[src/rtl/int_sched.sv]
// Interrupt scheduler: edge-captured pending bits, mask/global enable, fixed lowest-index priority, EXL tracking until eret.
// Optional macro INT_SYNC_EN inserts a two-flop synchroniser on irq_in ahead of the edge detector.
module int_sched #(
    parameter int NUM_IRQ = 6
) (
    input  logic               clk,
    input  logic               rst,
    input  logic [NUM_IRQ-1:0] irq_in,
    input  logic               mask_we,
    input  logic [NUM_IRQ-1:0] mask_wdata,
    input  logic               ie_we,
    input  logic               ie_wdata,
    input  logic [NUM_IRQ-1:0] pend_clr,
    input  logic               exc_req,
    input  logic               slot_valid,
    input  logic               eret,
    output logic               int_req,
    output logic [2:0]         int_id,
    output logic [NUM_IRQ-1:0] pending,
    output logic               exl
);

    typedef enum logic [1:0] {
        S_IDLE    = 2'd0,
        S_ARM     = 2'd1,
        S_SERVICE = 2'd2
    } state_t;

    state_t             r_state;
    state_t             w_state_nxt;
    logic [NUM_IRQ-1:0] w_irq;
    logic [NUM_IRQ-1:0] r_irq_prev;
    logic [NUM_IRQ-1:0] r_pending;
    logic [NUM_IRQ-1:0] r_mask;
    logic               r_ie;
    logic [NUM_IRQ-1:0] w_eligible;
    logic [2:0]         w_prio_id;
    logic [2:0]         r_int_id;
    logic               w_id_we;
    logic [2:0]         w_id_val;

`ifdef INT_SYNC_EN
    logic [NUM_IRQ-1:0] r_sync1;
    logic [NUM_IRQ-1:0] r_sync2;

    always_ff @(posedge clk or posedge rst) begin
        if (rst) begin
            r_sync1 <= '0;
            r_sync2 <= '0;
        end else begin
            r_sync1 <= irq_in;
            r_sync2 <= r_sync1;
        end
    end

    assign w_irq = r_sync2;
`else
    assign w_irq = irq_in;
`endif

    // A new rising edge beats a same-cycle software clear so no event is lost.
    always_ff @(posedge clk or posedge rst) begin
        if (rst) begin
            r_irq_prev <= '0;
            r_pending  <= '0;
            r_mask     <= '0;
            r_ie       <= 1'b0;
        end else begin
            r_irq_prev <= w_irq;
            r_pending  <= (r_pending & ~pend_clr) | (w_irq & ~r_irq_prev);
            if (mask_we) r_mask <= mask_wdata;
            if (ie_we)   r_ie   <= ie_wdata;
        end
    end

    assign w_eligible = r_pending & r_mask & {NUM_IRQ{r_ie}};

    always_comb begin
        w_prio_id = 3'd0;
        for (int i = NUM_IRQ - 1; i >= 0; i--) begin
            if (w_eligible[i]) w_prio_id = 3'(i);
        end
    end

    always_comb begin
        w_state_nxt = r_state;
        int_req     = 1'b0;
        w_id_we     = 1'b0;
        w_id_val    = 3'd0;
        case (r_state)
            S_IDLE: begin
                if (exc_req) begin
                    w_state_nxt = S_SERVICE;
                    w_id_we     = 1'b1;
                end else if (|w_eligible) begin
                    w_state_nxt = S_ARM;
                end
            end
            S_ARM: begin
                // A synchronous exception pre-empts the interrupt; the latched id reads 0.
                if (exc_req) begin
                    w_state_nxt = S_SERVICE;
                    w_id_we     = 1'b1;
                end else if (slot_valid) begin
                    int_req     = 1'b1;
                    w_state_nxt = S_SERVICE;
                    w_id_we     = 1'b1;
                    w_id_val    = w_prio_id;
                end else if (w_eligible == '0) begin
                    w_state_nxt = S_IDLE;
                end
            end
            S_SERVICE: begin
                if (eret) w_state_nxt = S_IDLE;
            end
            default: w_state_nxt = S_IDLE;
        endcase
    end

    always_ff @(posedge clk or posedge rst) begin
        if (rst) begin
            r_state  <= S_IDLE;
            r_int_id <= 3'd0;
        end else begin
            r_state <= w_state_nxt;
            if (w_id_we) r_int_id <= w_id_val;
        end
    end

    always_comb begin
        int_id = 3'd0;
        if (r_state == S_ARM)          int_id = w_prio_id;
        else if (r_state == S_SERVICE) int_id = r_int_id;
    end

    assign pending = r_pending;
    assign exl     = (r_state == S_SERVICE);

endmodule

[config.mk]
export PLATFORM = sky130hd
export DESIGN_NAME = int_sched
export DESIGN_NICKNAME = d
export VERILOG_FILES = /design/src/rtl/int_sched.sv
export SDC_FILE = /design/constraint.sdc
export NUM_CORES = 1
export LEC_CHECK = 0
export ABC_AREA = 0
export BUFFER_PORTS_ARGS = -buffer_cell sky130_fd_sc_hd__buf_2
export CAP_MARGIN = 20
export CORE_ASPECT_RATIO = 1.1
export CORE_MARGIN = 1
export CORE_UTILIZATION = 45
export DETAILED_ROUTE_END_ITERATION = 6
export PLACE_DENSITY = 0.83
export SLEW_MARGIN = 10
export SYNTH_ARGS = -nofsm -noshare
export SYNTH_HDL_FRONTEND = slang
export SYNTH_SLANG_ARGS = --single-unit
[constraint.sdc]
create_clock -name clk -period 1.7 [get_ports clk]
set_input_delay 0.34 -clock clk [delete_from_list [all_inputs] [get_ports clk]]
set_output_delay 0.34 -clock clk [all_outputs]
set_load 0.01 [all_outputs]
==> flow_summary.toml <==
[drt]
dr.pass1.iters = 4
final_antenna_net_count = 0
routed.top_layer = "met4"
drt-wirelength-per-cell_um = 12.8
wl_met1_um = 901
drc_errors = 0
dr_wl_met2_um = 1060
viasPerCell = 5.24
dr_wl_met3_um = 88
wirelength_um = 2110
via_count = 865
drt-initial-drc-count = 9

[setup_path]
required_ns = 1.36
cp-start-kind = "flop"
end_kind = "primary output"
path_class = "flop to primary output"
crit_arrival_ns = 1.50
path_max_fanout = 2

[global_routing]
grt_pass1_vias = 784
grt_max_degree = 25
antenna_found_initial = 0
grtUsageTotal_pct = 20.4
grt_pass1_wl_um = 3420
grt_overflow = 0

[die]
row_count = 17
ios = 37
core_um2 = 2060
start_util_pct = 48.6
die_area_um2 = 2420
die_x_um = 47.0
die-height_um = 51.5

[placement]
place_ws_ns = 0.188
portBuffers = 36
hpwl_um = 1510
place.gp.congestion = 0.843

[power]
ir_drop_v = 0.000681
powerDensity_nw_per_um2 = 838
p_leak_nw = 0.704

[sta]
finClkSkew_ns = 0.00352
setup_tns_ns = -0.318
slew_viol_final = 0
finalHoldViolations = 0
worst_slew_pin_slew_ns = 0.348
maxSlewHeadroom_pct = 76.8
fin_ws_ns = -0.139
finalCriticalPeriod_ns = 1.84
fmax_mhz = 544
rsz0062_at_grt = "yes"
worst_hold_slack_ns = 0.0595
finalCritPeriodShare_pct = 108
setup_viol = 3

[cells_and_area]
nFillCells = 167
drive_gt1_share_pct = 51.1
antenna_cells = 0
syn2layout_area_growth_pct = 37.2
finalNetCount = 165
final_util_pct = 66.7

[logic_synthesis]
syn_nets = 112
synth.yosys.seq_area_share_pct = 59.9
ys_ff_latch = 24
synth_area_leaders = "dfrtp_1 (60%), mux2_2 (7.9%), inv_1 (6.0%)"
synth_area_per_cell_um2 = 11.7
yosysTopAreaCell = "dfrtp_1"
synth_cell_type_count = 23
synthCells = 86
yosysWarnings = 0
synth_top_area_share_pct = 59.9
syn_area_um2 = 1000

[job]
maxCapViolations = 0

[clocking]
ctsRootBufferMaster = "clkbuf_4"
clk_latency_ns = 0.30
clockBufferDepth = 2
hold_buffers = 0
numCtsBuffers = 3
htreeDepth = 1
clkTransAtPathRegs_ns = 0.12
cts_tree = "done"
cts_sinks = 24

[run_status]
outcome = "finished with violations"
violations = "negative setup slack"

[hold_path]
hp-class = "primary input to asynchronous set/reset pin"
[where the power goes]
group	internal [mW]	total [mW]	switching [mW]
combinational	0.140	0.254	0.114
sequential	0.616	0.666	0.0506
clock	0.0827	0.233	0.150
total	0.839	1.15	0.315
[final cells by class]
class,instances,area (um2),area share [%]
well taps,28,35.0,2.55
multi-input cells,45,377,27.4
repair buffers,49,282,20.5
inverters,16,60.1,4.36
flip-flops and latches,24,601,43.6
clock buffers,3,22.5,1.64
[per-stage QoR]
stage	power, mW	std cells	instance area [um2]
global placement	0.855	151	1230
detailed placement	0.865	151	1230
global route	1.22	165	1380
floorplan	0.777	86	1000
CTS	1.14	162	1340
finish	1.15	165	1380
[registers in the layout, indices dropped and copies added, names as in the netlist]
signal,count
r_irq_prev,6
r_ie,1
pending,6
r_int_id,3
r_state,2
r_mask,6
[placed cells by master, fill, tap and decap left out]
| master | Yosys | final |
|---|---|---|
| dfrtp_1 | 24 | 24 |
| o31ai_2 | 1 | 1 |
| buf_2 | 0 | 36 |
| a21boi_4 | 0 | 1 |
| and2_4 | 0 | 1 |
| mux2_2 | 7 | 7 |
| o41ai_2 | 0 | 1 |
| o21ai_0 | 5 | 4 |
| a21oi_1 | 1 | 1 |
| clkbuf_4 | 0 | 3 |
| nand3_2 | 1 | 1 |
| a22oi_1 | 2 | 1 |
| buf_4 | 0 | 12 |
| nor2_1 | 2 | 2 |
| nand2_2 | 0 | 1 |
| nor2b_2 | 0 | 1 |
| inv_1 | 16 | 16 |
| a41oi_1 | 1 | 1 |
| and2_1 | 2 | 1 |
| o21ai_2 | 0 | 1 |
| o31ai_1 | 1 | 1 |
| a22oi_2 | 0 | 1 |
| and4bb_4 | 1 | 1 |
| a22o_1 | 2 | 2 |
| o22ai_1 | 7 | 7 |
| a31oi_2 | 0 | 1 |
| buf_6 | 0 | 1 |
| a32o_1 | 2 | 2 |
| nand2_1 | 5 | 4 |
| nand3b_1 | 1 | 1 |
[cells by family after synthesis]
kind of cell,share of synthesized area (%)
compound gates,18.1
buf+inv,6.36
flops,59.9
mux,7.86
simple gates,7.86
[path summary, 6_finish.rpt]
| kind | from | depth (start not counted) | endpoint | slack (ns) |
|---|---|---|---|---|
| hold / removal | rst | 3 | r_irq_prev[3] | 0.06 |
| setup reg to reg | pending[0] | 5 | r_int_id[0] | 0.45 |
| max in group asynchronous | rst | 3 | pending[5] | 1.41 |
| setup / recovery | r_ie | 5 | int_id[2] | -0.14 |
| hold reg to reg | r_irq_prev[3] | 1 | pending[3] | 0.43 |
| min in group clk | irq_in[5] | 1 | r_irq_prev[5] | 0.15 |
[critical path, stage by stage, from the launching register on]
cell	delay [ns]
dfrtp_1	0.41
a21boi_4	0.16
buf_6	0.12
and2_4	0.13
a32o_1	0.25
buf_2	0.14
[what timing repair did]
action / CTS / global route
pin swaps: 4 / 4
setup endpoints to repair: 3 / 3
gates resized for setup: 7 / 3
setup buffers: 8 / 3
[cells in the mapped netlist]
| cell type | n |
|---|---|
| nand2_1 | 5 |
| a32o_1 | 2 |
| o31ai_2 | 1 |
| mux2_2 | 7 |
| and2_1 | 2 |
| a22o_1 | 2 |
| o31ai_1 | 1 |
| nand3b_1 | 1 |
| o21ai_0 | 5 |
| inv_1 | 16 |
| o22ai_1 | 7 |
| a21boi_2 | 1 |
| a41oi_1 | 1 |
| a21oi_1 | 1 |
| nor2b_1 | 1 |
| a31oi_1 | 1 |
| nand3_2 | 1 |
| dfrtp_1 | 24 |
| clkbuf_1 | 1 |
| o41ai_1 | 1 |
| nor2_1 | 2 |
| and4bb_4 | 1 |
| a22oi_1 | 2 |
[routing by layer]
metal,up-vias,GRT usage [%]
met1,421,26.0
met2,30,32.2
li1,408,-
met3,6,4.17
met4,0,10.5
met5,-,0
Power figures use the tool's default switching activity.
